<file path="src/rtl/imm_pkg.sv">
// Shared opcode constants, immediate format codes and the decode result type
// for the immediate-decode stage and anything else that needs RV immediates.
package imm_pkg;

    localparam logic [6:0] OPC_OP_IMM = 7'b0010011;
    localparam logic [6:0] OPC_LOAD   = 7'b0000011;
    localparam logic [6:0] OPC_JALR   = 7'b1100111;
    localparam logic [6:0] OPC_STORE  = 7'b0100011;
    localparam logic [6:0] OPC_BRANCH = 7'b1100011;
    localparam logic [6:0] OPC_LUI    = 7'b0110111;
    localparam logic [6:0] OPC_AUIPC  = 7'b0010111;
    localparam logic [6:0] OPC_JAL    = 7'b1101111;
    localparam logic [6:0] OPC_OP     = 7'b0110011;
    localparam logic [6:0] OPC_FENCE  = 7'b0001111;
    localparam logic [6:0] OPC_SYSTEM = 7'b1110011;

    localparam int MAX_XLEN = 64;

    typedef enum logic [2:0] {
        FMT_NONE = 3'd0,
        FMT_I    = 3'd1,
        FMT_S    = 3'd2,
        FMT_B    = 3'd3,
        FMT_U    = 3'd4,
        FMT_J    = 3'd5,
        FMT_SH   = 3'd6
    } fmt_e;

    // imm is always built at the widest XLEN; narrower users take the low bits,
    // which is exact because every format is sign- or zero-extended.
    typedef struct packed {
        logic [MAX_XLEN-1:0] imm;
        fmt_e                fmt;
        logic                illegal;
    } decode_t;

endpackage

</file>
<file path="src/rtl/imm_decode_stage_if.sv">
// Upstream/downstream valid-ready bundle of the immediate-decode stage.
interface imm_decode_stage_if
    import imm_pkg::*;
#(
    parameter int XLEN = 32
);
    logic            in_valid;
    logic            in_ready;
    logic [31:0]     in_instr;
    logic [XLEN-1:0] in_pc;
    logic            out_valid;
    logic            out_ready;
    logic [31:0]     out_instr;
    logic [XLEN-1:0] out_pc;
    logic [XLEN-1:0] out_imm;
    fmt_e            out_fmt;
    logic            out_illegal;

    modport master (
        output in_valid, in_instr, in_pc, out_ready,
        input  in_ready, out_valid, out_instr, out_pc, out_imm, out_fmt, out_illegal
    );

    modport slave (
        input  in_valid, in_instr, in_pc, out_ready,
        output in_ready, out_valid, out_instr, out_pc, out_imm, out_fmt, out_illegal
    );
endinterface

</file>
<file path="src/rtl/imm_extract.sv">
// Combinational RV32I/RV64I immediate extractor: classifies the format and
// produces the extended immediate plus an illegal-encoding flag.
module imm_extract
    import imm_pkg::*;
#(
    parameter int XLEN = 32
) (
    input  logic [31:0] instr,
    output decode_t     dec
);
    logic [6:0] opc;
    logic [2:0] f3;
    logic       s;

    assign opc = instr[6:0];
    assign f3  = instr[14:12];
    assign s   = instr[31];

    // Every listed opcode ends in 2'b11, so compressed encodings fall to default.
    always_comb begin
        dec = '0;
        unique case (opc)
            OPC_OP_IMM: begin
                if (f3 == 3'b001 || f3 == 3'b101) begin
                    if (XLEN == 32 && instr[25]) begin
                        dec.illegal = 1'b1;
                    end else begin
                        dec.fmt = FMT_SH;
                        if (XLEN == 32) dec.imm = {59'd0, instr[24:20]};
                        else            dec.imm = {58'd0, instr[25:20]};
                    end
                end else begin
                    dec.fmt = FMT_I;
                    dec.imm = {{52{s}}, instr[31:20]};
                end
            end
            OPC_LOAD, OPC_JALR: begin
                dec.fmt = FMT_I;
                dec.imm = {{52{s}}, instr[31:20]};
            end
            OPC_STORE: begin
                dec.fmt = FMT_S;
                dec.imm = {{52{s}}, instr[31:25], instr[11:7]};
            end
            OPC_BRANCH: begin
                dec.fmt = FMT_B;
                dec.imm = {{52{s}}, instr[7], instr[30:25], instr[11:8], 1'b0};
            end
            OPC_LUI, OPC_AUIPC: begin
                dec.fmt = FMT_U;
                dec.imm = {{32{s}}, instr[31:12], 12'd0};
            end
            OPC_JAL: begin
                dec.fmt = FMT_J;
                dec.imm = {{44{s}}, instr[19:12], instr[20], instr[30:21], 1'b0};
            end
            OPC_OP, OPC_FENCE, OPC_SYSTEM: dec.fmt = FMT_NONE;
            default: dec.illegal = 1'b1;
        endcase
    end
endmodule

</file>
<file path="src/rtl/imm_decode_stage.sv">
// Registered immediate-decode pipeline stage with optional skid buffer and a
// saturating count of accepted illegal instructions.
module imm_decode_stage
    import imm_pkg::*;
#(
    parameter int XLEN  = 32,
    parameter int SKID  = 1,
    parameter int CNT_W = 16
) (
    input  logic             clk,
    input  logic             rst_n,
    input  logic             flush,
    imm_decode_stage_if.slave bus,
    output logic [CNT_W-1:0] illegal_cnt
);
    typedef struct packed {
        logic [31:0]     instr;
        logic [XLEN-1:0] pc;
        logic [XLEN-1:0] imm;
        fmt_e            fmt;
        logic            illegal;
    } entry_t;

    decode_t dec;
    entry_t  new_e, main_q, skid_q, main_d, skid_d;
    logic    main_valid, skid_valid, main_v_d, skid_v_d;
    logic    accept, xfer;

    imm_extract #(.XLEN(XLEN)) u_extract (.instr(bus.in_instr), .dec(dec));

    assign new_e = '{instr: bus.in_instr, pc: bus.in_pc, imm: dec.imm[XLEN-1:0],
                     fmt: dec.fmt, illegal: dec.illegal};

    assign bus.in_ready = (SKID != 0) ? !skid_valid : (!main_valid || bus.out_ready);
    assign accept       = bus.in_valid && bus.in_ready;
    assign xfer         = main_valid && bus.out_ready;

    // Skid is only ever filled while main is stalled, so it always drains first.
    always_comb begin
        main_v_d = main_valid;
        skid_v_d = skid_valid;
        main_d   = main_q;
        skid_d   = skid_q;
        if (flush) begin
            main_v_d = 1'b0;
            skid_v_d = 1'b0;
        end else if (xfer && skid_valid) begin
            main_d   = skid_q;
            skid_v_d = 1'b0;
        end else if (xfer || !main_valid) begin
            main_v_d = accept;
            if (accept) main_d = new_e;
        end else if (accept && SKID != 0) begin
            skid_v_d = 1'b1;
            skid_d   = new_e;
        end
    end

    always_ff @(posedge clk or negedge rst_n) begin
        if (!rst_n) begin
            main_valid <= 1'b0;
            skid_valid <= 1'b0;
            main_q     <= '0;
            skid_q     <= '0;
        end else begin
            main_valid <= main_v_d;
            skid_valid <= skid_v_d;
            main_q     <= main_d;
            skid_q     <= skid_d;
        end
    end

    always_ff @(posedge clk or negedge rst_n) begin
        if (!rst_n)
            illegal_cnt <= '0;
        else if (accept && !flush && dec.illegal && !(&illegal_cnt))
            illegal_cnt <= illegal_cnt + 1'b1;
    end

    assign bus.out_valid   = main_valid;
    assign bus.out_instr   = main_q.instr;
    assign bus.out_pc      = main_q.pc;
    assign bus.out_imm     = main_q.imm;
    assign bus.out_fmt     = main_q.fmt;
    assign bus.out_illegal = main_q.illegal;
endmodule

</file>
<file path="src/flat_wrapper.sv">
// flat-port wrapper written by rule: the top's interface ports become plain ports
module imm_decode_stage_flat import imm_pkg::*;
#(
    parameter int XLEN  = 32,
    parameter int SKID  = 1,
    parameter int CNT_W = 16
)
  (clk, rst_n, flush, illegal_cnt, bus_in_valid, bus_in_instr, bus_in_pc, bus_out_ready, bus_in_ready, bus_out_valid, bus_out_instr, bus_out_pc, bus_out_imm, bus_out_fmt, bus_out_illegal);
  imm_decode_stage_if #(.XLEN(XLEN)) bus_i ();
  input  logic clk;
  input  logic rst_n;
  input  logic flush;
  output logic [CNT_W-1:0] illegal_cnt;
  input wire logic [$bits(bus_i.in_valid)-1:0] bus_in_valid;
  input wire logic [$bits(bus_i.in_instr)-1:0] bus_in_instr;
  input wire logic [$bits(bus_i.in_pc)-1:0] bus_in_pc;
  input wire logic [$bits(bus_i.out_ready)-1:0] bus_out_ready;
  output wire logic [$bits(bus_i.in_ready)-1:0] bus_in_ready;
  output wire logic [$bits(bus_i.out_valid)-1:0] bus_out_valid;
  output wire logic [$bits(bus_i.out_instr)-1:0] bus_out_instr;
  output wire logic [$bits(bus_i.out_pc)-1:0] bus_out_pc;
  output wire logic [$bits(bus_i.out_imm)-1:0] bus_out_imm;
  output wire logic [$bits(bus_i.out_fmt)-1:0] bus_out_fmt;
  output wire logic [$bits(bus_i.out_illegal)-1:0] bus_out_illegal;
  assign bus_i.in_valid = bus_in_valid;
  assign bus_i.in_instr = bus_in_instr;
  assign bus_i.in_pc = bus_in_pc;
  assign bus_i.out_ready = bus_out_ready;
  assign bus_in_ready = bus_i.in_ready;
  assign bus_out_valid = bus_i.out_valid;
  assign bus_out_instr = bus_i.out_instr;
  assign bus_out_pc = bus_i.out_pc;
  assign bus_out_imm = bus_i.out_imm;
  assign bus_out_fmt = bus_i.out_fmt;
  assign bus_out_illegal = bus_i.out_illegal;
  imm_decode_stage #(.XLEN(XLEN), .SKID(SKID), .CNT_W(CNT_W)) u_core (.clk(clk), .rst_n(rst_n), .flush(flush), .bus(bus_i), .illegal_cnt(illegal_cnt));
endmodule
</file>
<file path="config.mk">
export PLATFORM = sky130hd
export DESIGN_NAME = imm_decode_stage_flat
export DESIGN_NICKNAME = d
export VERILOG_FILES = /design/src/rtl/imm_pkg.sv /design/src/rtl/imm_decode_stage_if.sv /design/src/rtl/imm_extract.sv /design/src/rtl/imm_decode_stage.sv /design/src/flat_wrapper.sv
export SDC_FILE = /design/constraint.sdc
export NUM_CORES = 1
export LEC_CHECK = 0
export ABC_AREA = 1
export CAP_MARGIN = 15
export CORE_ASPECT_RATIO = 1.2
export CORE_UTILIZATION = 45
export DETAILED_ROUTE_END_ITERATION = 7
export PLACE_DENSITY = 0.77
export SETUP_SLACK_MARGIN = 0.4
export SYNTH_ARGS = -nofsm -noshare
export SYNTH_HDL_FRONTEND = slang
export SYNTH_HIERARCHICAL = 1
export SYNTH_SLANG_ARGS = --single-unit
</file>
<file path="constraint.sdc">
create_clock -name clk -period 1.6 [get_ports clk]
set_input_delay 0.16 -clock clk [delete_from_list [all_inputs] [get_ports clk]]
set_output_delay 0.16 -clock clk [all_outputs]
set_load 0.01 [all_outputs]
</file>
* After elaboration in Yosys (flattened, before gate mapping)
Index checks and enable logic that the tools add are counted.
** Storage, ports and cells
- Memory bits (read-only) :: 0
- Input port bits :: 69
- Register bits after elaboration :: 218
- Memories kept :: 0
- Latch bits :: 0
- Output and inout bits :: 118
- Word-level logic and storage cells :: 73
- RAM bits :: 0
** Operators by class
- Equal/unequal tests :: 15
- Magnitude comparators :: 0
- $mul :: 0
- Bitwise gates (word level) :: 3
- Multiplexer cells :: 17
- $add $sub $neg :: 1
- Divide/modulo/power cells :: 0
- Reduce and logical (&&, ||, !) cells :: 24
- Shift-type cells :: 0
** Operators by type and width (count)
- $mux 100 :: 3
- $pmux 32 s6 :: 1
- $mux 35 :: 1
- $eq 7x7->1 const B :: 4
- $eq 7x6->1 const B :: 3
- $pmux 3 s6 :: 1
- $add 16x1->16 const B :: 1
- $reduce_and 16->1 :: 1
- $eq 7x5->1 const B :: 2
- $reduce_or 10->1 :: 1
- $mux 1 :: 9
- $mux 8 :: 1
- $eq 7x2->1 const B :: 1
- $eq 7x4->1 const B :: 1
- $logic_and 1x1->1 :: 6
- $reduce_bool 2->1 :: 3
- $logic_not 1->1 :: 4
- $reduce_and 2->1 :: 2
- $reduce_and 4->1 :: 1
- $reduce_or 2->1 :: 2
- $eq 3x1->1 const B :: 1
- $eq 3x3->1 const B :: 1
- $ne 3x2->1 const B :: 1
- $not 1->1 :: 3
- 5 further kinds :: 6

* Logic depth before layout (Yosys ltp)
Gate-level depths: netlist (run 1).
- Word-level depth :: 7
- Gate-level depth with buffers :: 15
- Gate-level depth less buffers :: 13

* Modules after synthesis
Netlist (run 1), hierarchy kept.
** Modules (own cells, without submodules)
- imm_decode_stage :: area each 9487.8 um2, sequential area each 5455.2 um2, cells an instance 1131, instances 1
- imm_extract :: area each 1234.9 um2, sequential area each 0.0 um2, cells an instance 246, instances 1

* Worst setup path before layout (run 1)
No wires, ideal clock.
- Path type :: input to register
- Start :: input port bus_in_instr[4]
- End :: register u_core.main_q, in the netlist u_core/bus.out_imm[31]
- Setup time :: 0.082 ns
- Required time :: 1.518 ns
- Buffers on the path :: 1
- Path slack :: -0.196 ns
- Stages :: 10
- Data arrival time :: 1.714 ns
- Cell sequence :: inv_2 -> nand2_2 -> nor2_4 -> nand2_4 -> o21ai_2 -> buf_6 -> nor2_1 -> nand2_1 -> nand2_1 -> a31oi_1
** RTL lines
- start, declared :: line flat_wrapper.sv:15 : input wire logic [$bits(bus_i.in_instr)-1:0] bus_in_instr;
- end signal, assigned :: line imm_decode_stage.sv:68 : main_q <= main_d;
- end, declared :: line imm_decode_stage.sv:25 : entry_t new_e, main_q, skid_q, main_d, skid_d;

* Final worst setup path (run 1)
- Start :: register u_core.skid_valid
- End :: register u_core.main_q, in the netlist u_core/bus.out_pc[31]
** Between the ends
- Cells in the longest elaborated chain, start to end :: 4
- Elaborated cells between the ends (all ways) :: 7
- Those cells by class :: mux (1); reduce/logical (6)
** Ends and longest elaborated chain
- start, declared :: line imm_decode_stage.sv:26 : logic main_valid, skid_valid, main_v_d, skid_v_d;
- start signal, assigned :: line imm_decode_stage.sv:67 : skid_valid <= skid_v_d;
- $logic_not 1->1 :: line imm_decode_stage.sv:34 : assign bus.in_ready = (SKID != 0) ? !skid_valid : (!main_valid || bus.out_ready);
- $logic_and 1x1->1 :: line imm_decode_stage.sv:35 : assign accept = bus.in_valid && bus.in_ready;
- $reduce_bool 2->1 (no line)
- $reduce_and 3->1 (no line)
Several ways; a longest one is shown, not always the timed one.
A chain may end at the register's enable or synchronous reset.

==> reports/metrics.csv, run 1 <==
metric,value,unit
outcome,"complete, but fails checks",
violations,setup timing,
worst_hold_slack,0.0161,ns
dpl_cell_area,13300,um2
final_common_cell,nand2_1,
first_pass_iters,5,
net-switching-power,5.19,mW
crit_arrival,2.08,ns
setup_ws,-0.0814,ns
critPathMaxFanout,7,
critical_path_required,2.00,ns
path_clk_slew,0.06,ns
max_slew_margin,0.699,
syn_nets,1415,
ir_drop,0.000867,V
syn-cell-area,10500,um2
clk_latency,0.51,ns
chipHeight,169,um
grt.overflow.total,0,
rows,60,
final_area,16300,um2
pwr_density_cell,1050,nW/um2
antenna_found_initial,1,
grt_pass1_vias,9866,
pwr-share-clk,0.311,
timing.rr.start,u_core/skid_valid,
clock_path_buffers,3,
ioPinCount,187,
layout-drive-gt1-share,0.324,
grt_max_degree,58,
seqPwrFrac,0.422,
root_buffer,clkbuf_16,
cts.sinks,218,
hold_viol,0,
portBuffers,186,
period_needed,1.68,ns
cts_buffers,23,
track_usage,0.265,
path_cells,"inv_2, nand2_4, a21oi_4, buf_12, clkbuf_16, buf_8, nor2_2, a31oi_1",
dp.cells,1861,
tightest_slew,0.452,ns
mostFrequentLayoutCells,"462 x nand2_1, 212 x dfrtp_1, 119 x buf_4, 116 x nor2_1, 95 x a31oi_1",
die_area,23900,um2
drt-initial-drc-count,960,
critPathSlowestCell,dfrtp_1,
hpwl,20200,um
timing.fmax,595,MHz
cp-startpoint,u_core/skid_valid,
setup_violations,9,
die_w,141,um
rsz0062_at_grt,true,
finalWeightedCongestion,0.886,
fin_skew,0.00806,ns
drt-total-wl,37900,um
grt_first_pass_wirelength,50500,um
core,22700,um2
synth_area_per_cell,7.79,um2
yosysWarnings,6,
crit_path_end,u_core/bus.out_pc[31],
leakage,7.90,nW
timing.rr.end,u_core/bus.out_pc[31],
initial_core_util,0.462,
power.internal,12.0,mW
wl_per_cell,18.7,um
p_comb_frac,0.267,
fin_crit_sh,1.05,
hp-class,in -> reg,
vias,11072,
reg2reg_slack,-0.08,ns
antenna_cells,0,
ant_nets,0,
endpoint_kind,flop,
cts_tree,built,
p_sw_frac,0.302,
drt-vias-per-instance,5.45,
drcViolationCount,0,
htree_levels,1,
cap_viol_max_count,0,
critPathMaxStageDelay,0.40,ns
syn_inst,1345,
nets,1776,
drv_slew,0,
reg2reg_depth,8,
area_growth,55.6,%
fin_cells,2032,
start_kind,flop,
path_class,reg -> reg,
[state kept, by name, indices dropped and copies added, names as in the netlist]
signal,count
u_core/bus.out_imm,32
u_core/bus.out_illegal,1
u_core/bus.out_instr,32
u_core/skid_valid,1
u_core/bus.out_fmt,3
u_core/illegal_cnt,16
u_core/bus.out_valid,1
u_core/bus.out_pc,32
u_core/skid_q,100
[worst max-delay path: cells and delay by family (launching register included)]
| kind | cells | cell delay [ns] |
|---|---|---|
| AO/OA/AOI/OAI | 2 | 0.44 |
| buffers and inverters | 4 | 0.61 |
| flip-flops | 1 | 0.40 |
| AND/OR/NAND/NOR | 2 | 0.11 |
[per-stage QoR]
stage / total power [mW] / setup slack [ns] / utilization / setup TNS, ns
CTS: 16.4 / 0.0515 / 0.648 / 0
global route: 17.9 / -0.129 / 0.719 / -2.77
finish: 17.2 / -0.0814 / 0.719 / -0.154
global placement: 10.6 / -0.606 / 0.586 / -46.92
floorplan: 8.69 / -0.0337 / - / -0.181
detailed placement: 10.8 / -0.662 / 0.586 / -52.23
[final cells by class]
type                       count  area [um2]
clock inverter                 9        95.1
sequential                   218        5460
inverter                      90         374
multi-input combinational    958        4990
tap                          310         388
fill                        1616        6360
clock buffer                  32         649
timing repair buffer         415        4350
[power groups by stage]
stage                     registers (mW)  logic, mW  clock network (mW)
final                               7.25       4.59                5.35
after detailed placement            7.25       3.52                   0
after floorplan                     7.40       1.28                   0
after global placement              7.21       3.43                   0
after global routing                7.35       4.92                5.61
after CTS                           7.15       3.86                5.41
[worst min path at each step]
stage	start	endpoint	slack, ns	cells past startpoint
5_1_grt	bus_in_instr[1]	u_core/skid_q[69]	0.02	4
6_report	bus_in_instr[1]	u_core/skid_q[69]	0.02	4
2_1_floorplan	rst_n	u_core/bus.out_fmt[0]	-0.14	0
3_3_place_gp	rst_n	u_core/skid_q[66]	0.11	1
4_1_cts	bus_in_instr[0]	u_core/skid_q[68]	0.03	3
3_5_place_dp	rst_n	u_core/bus.out_pc[30]	0.11	1
[layer usage]
layer | track usage | share of wire | vias to the layer above
met4 | 0.0983 | 0.047 | 0
met5 | 0 | 0 | -
met2 | 0.463 | 0.50 | 555
li1 | - | - | 5026
met1 | 0.326 | 0.37 | 5360
met3 | 0.0480 | 0.085 | 131
[repair_timing]
action                                  in CTS  in global routing
resized for setup                          575                253
cloned                                       4                 31
pin swaps                                   30                 22
endpoints found under the hold margin      168                  1
setup buffers                               70                 22
endpoints found under the setup margin     336                333
hold buffers                                 1                  2
(Power assumes the default switching activity.)
==> inputs of run 2 (changes only) <==
Settings changed: SYNTH_HIERARCHICAL 1 to default.
==> reports/metrics.csv, run 2 <==
metric,value,unit,change
drt-vias-per-instance,5.61,,+2.9%
endpoint_kind,flop,,
die_area,23700,um2,-0.68%
drcViolationCount,0,,unchanged
drv_slew,0,,unchanged
initial_core_util,0.461,,-0.00168
timing.rr.end,u_core.bus.out_fmt[2],,
violations,"hold timing, setup timing",,
core,22600,um2,-0.33%
fin_total_pwr,16.6,mW,-3.6%
wl_per_cell,18.9,um,+1.6%
timing.fmax,622,MHz,+4.5%
drt-initial-drc-count,980,,+2.1%
die_w,141,um,-0.34%
ir_drop,0.000860,V,-0.80%
path_class,reg -> reg,,
largest_reg_flops,100,,unchanged
root_buffer,clkbuf_16,,
clk_latency,0.52,ns,about the same
grt.overflow.total,0,,unchanged
worst_hold_slack,-0.00367,ns,-0.0197 ns
first_pass_iters,6,,+1
cts_tree,built,,
grt_first_pass_wirelength,51300,um,+1.6%
synth.most_common_cell,nand2_1,,
antenna_found_initial,1,,unchanged
final_util,0.705,,-0.0147
path_cells,"buf_4, nand3_4, nor2_4, o21ai_4, buf_12, a21oi_1, o21ai_1, buf_4, nand2_1",,
max_slew_margin,0.602,,-0.0969
cts.sinks,218,,unchanged
rows,60,,unchanged
yosysTopAreaCell,dfrtp_1,,
area_growth,52.9,%,
fin_crit_sh,1.01,,-0.0455
period_needed,1.61,ns,-0.0728 ns
clock_path_buffers,3,,unchanged
drt-total-wl,37500,um,-1.1%
track_usage,0.271,,+0.00616
critical_path_required,2.01,ns,about the same
leakage,8.17,nW,+3.4%
layout-drive-gt1-share,0.332,,+0.00769
cp_num_buf_inv,3,,-1
portBuffers,186,,unchanged
chipHeight,169,um,-0.34%
finalWeightedCongestion,0.853,,-3.7%
setup_violations,7,,-2
rsz0062_at_grt,true,,
syn-cell-area,10400,um2,-0.69%
yosysWarnings,0,,-6
critPathSlowestCell,dfrtp_1,,
start_kind,flop,,
path_clk_slew,0.06,ns,about the same
synth-seq-cells,218,,
ioPinCount,187,,unchanged
hp-class,in -> reg,,
cts_buffers,23,,unchanged
final_common_cell,nand2_1,,
synth_area_per_cell,7.93,um2,+1.8%
reg2reg_depth,9,,+1
hpwl,20000,um,-1.4%
largest-register,u_core.skid_q,,
cp_common_cell,buf_4,,
yosysTopAreaCellShare,0.524,,
grt_max_degree,49,,-16%
hold_viol,1,,+1
whs_path_depth,3,,-1
dpl_cell_area,13300,um2,+0.31%
fin_skew,0.0179,ns,+0.00980 ns
hp-start,bus_in_instr[3],,
timing.rr.start,u_core.skid_valid,,
critPathTopFamily,buffers and inverters,,
whs_endpoint,u_core.skid_q[71],,
critPathMaxStageDelay,0.40,ns,about the same
synth_edf_count,0,,
synthTopCellsByCount,"493 x nand2_1, 218 x dfrtp_1, 189 x nor2_1",,
ys_types,34,,
ys_async_sr_fraction,1.00,,
tightest_slew,0.591,ns,+0.139 ns
critPathMaxFanout,9,,+2
synth-main-ff-cell,dfrtp_1,,
crit_arrival,2.02,ns,-0.06 ns
htree_levels,1,,unchanged
reg2reg_slack,-0.009,ns,+0.07 ns
setup_ws,-0.00857,ns,+0.0728 ns
synth_area_leaders,"dfrtp_1 52%, nand2_1 18%, nor2_1 6.8%",,
pre_cts_ws,-0.433,ns,+0.229 ns
syn_nets,1382,,-2.3%
ant_nets,0,,unchanged
pwr_density_cell,1040,nW/um2,-1.3%
mostFrequentLayoutCells,"429 x nand2_1, 210 x dfrtp_1, 158 x nor2_1, 127 x buf_4, 86 x a31oi_1",,
seq_area_frac_synth,0.524,,
outcome,"complete, but fails checks",,
syn_inst,1312,,-2.5%
cap_viol_max_count,0,,unchanged
nets,1727,,-2.8%
final_area,15900,um2,-2.4%
grt_pass1_vias,9918,,+0.53%
vias,11094,,+0.20%
## run 2: worst max path at each step
stage	slack, ns	from	endpoint	cells past startpoint
after floorplan	0.15	u_core.illegal_cnt[0]	u_core.illegal_cnt[12]	7
after global placement	-0.38	bus_in_instr[0]	u_core.illegal_cnt[14]	11
after detailed placement	-0.43	bus_in_instr[0]	u_core.illegal_cnt[6]	11
after CTS	0.03	u_core.skid_valid	u_core.bus.out_imm[30]	9
after global routing	-0.08	u_core.skid_valid	u_core.bus.out_instr[19]	8
final	-0.009	u_core.skid_valid	u_core.bus.out_fmt[2]	9
## run 2: kinds of logic after synthesis
group | after synthesis | synth area share
xor gates and xnor gates | 12 | 0.0101
AOI/OAI and AO/OA | 158 | 0.0913
buffers and inverters | 123 | 0.0552
and+or+nand+nor | 800 | 0.318
adders and majority gates | 1 | 0.00120
DFF | 218 | 0.524
## run 2: repair_timing
action                                 in CTS  in global routing
endpoints found under the hold margin     200                  1
cloned                                     11                 16
gates resized for setup                   577                178
setup buffers                              50                 47
setup endpoints to repair                 336                330
pin swaps                                  16                 58
hold buffers                                1                  1
## run 2: worst register-to-register path, stage by stage (launching register included)
cell and delay (ns):
dfrtp_1 0.40, buf_4 0.15, nand3_4 0.11, nor2_4 0.05
o21ai_4 0.22, buf_12 0.19, a21oi_1 0.05, o21ai_1 0.13
buf_4 0.17, nand2_1 0.05
## run 2: where the power goes
part	total, mW	switching [mW]	internal (mW)
Sequential	7.37	0.788	6.58
Clock	5.35	2.19	3.15
Combinational	3.86	1.89	1.97
Total	16.6	4.87	11.7
## run 2: layout make-up
cell class,count,area (um2)
antenna,2,5.00
clock buffer,30,652
sequential,218,5470
fill,1545,6680
timing repair buffer,396,4100
tap,310,388
inverter,46,191
clock inverter,5,78.8
multi-input combinational,972,5040
## run 2: metrics by stage
| stage | TNS, ns | std cells |
|---|---|---|
| after floorplan | 0 | 1312 |
| after global placement | -36.25 | 1816 |
| after detailed placement | -40.33 | 1816 |
| after CTS | 0 | 1913 |
| after global routing | -2.91 | 1979 |
| final | -0.0308 | 1979 |
## run 2: per-layer routing
metal	global-route usage	wire, um
met1	0.339	13800
met2	0.471	18600
met3	0.0413	3240
met4	0.107	1890
met5	0	0
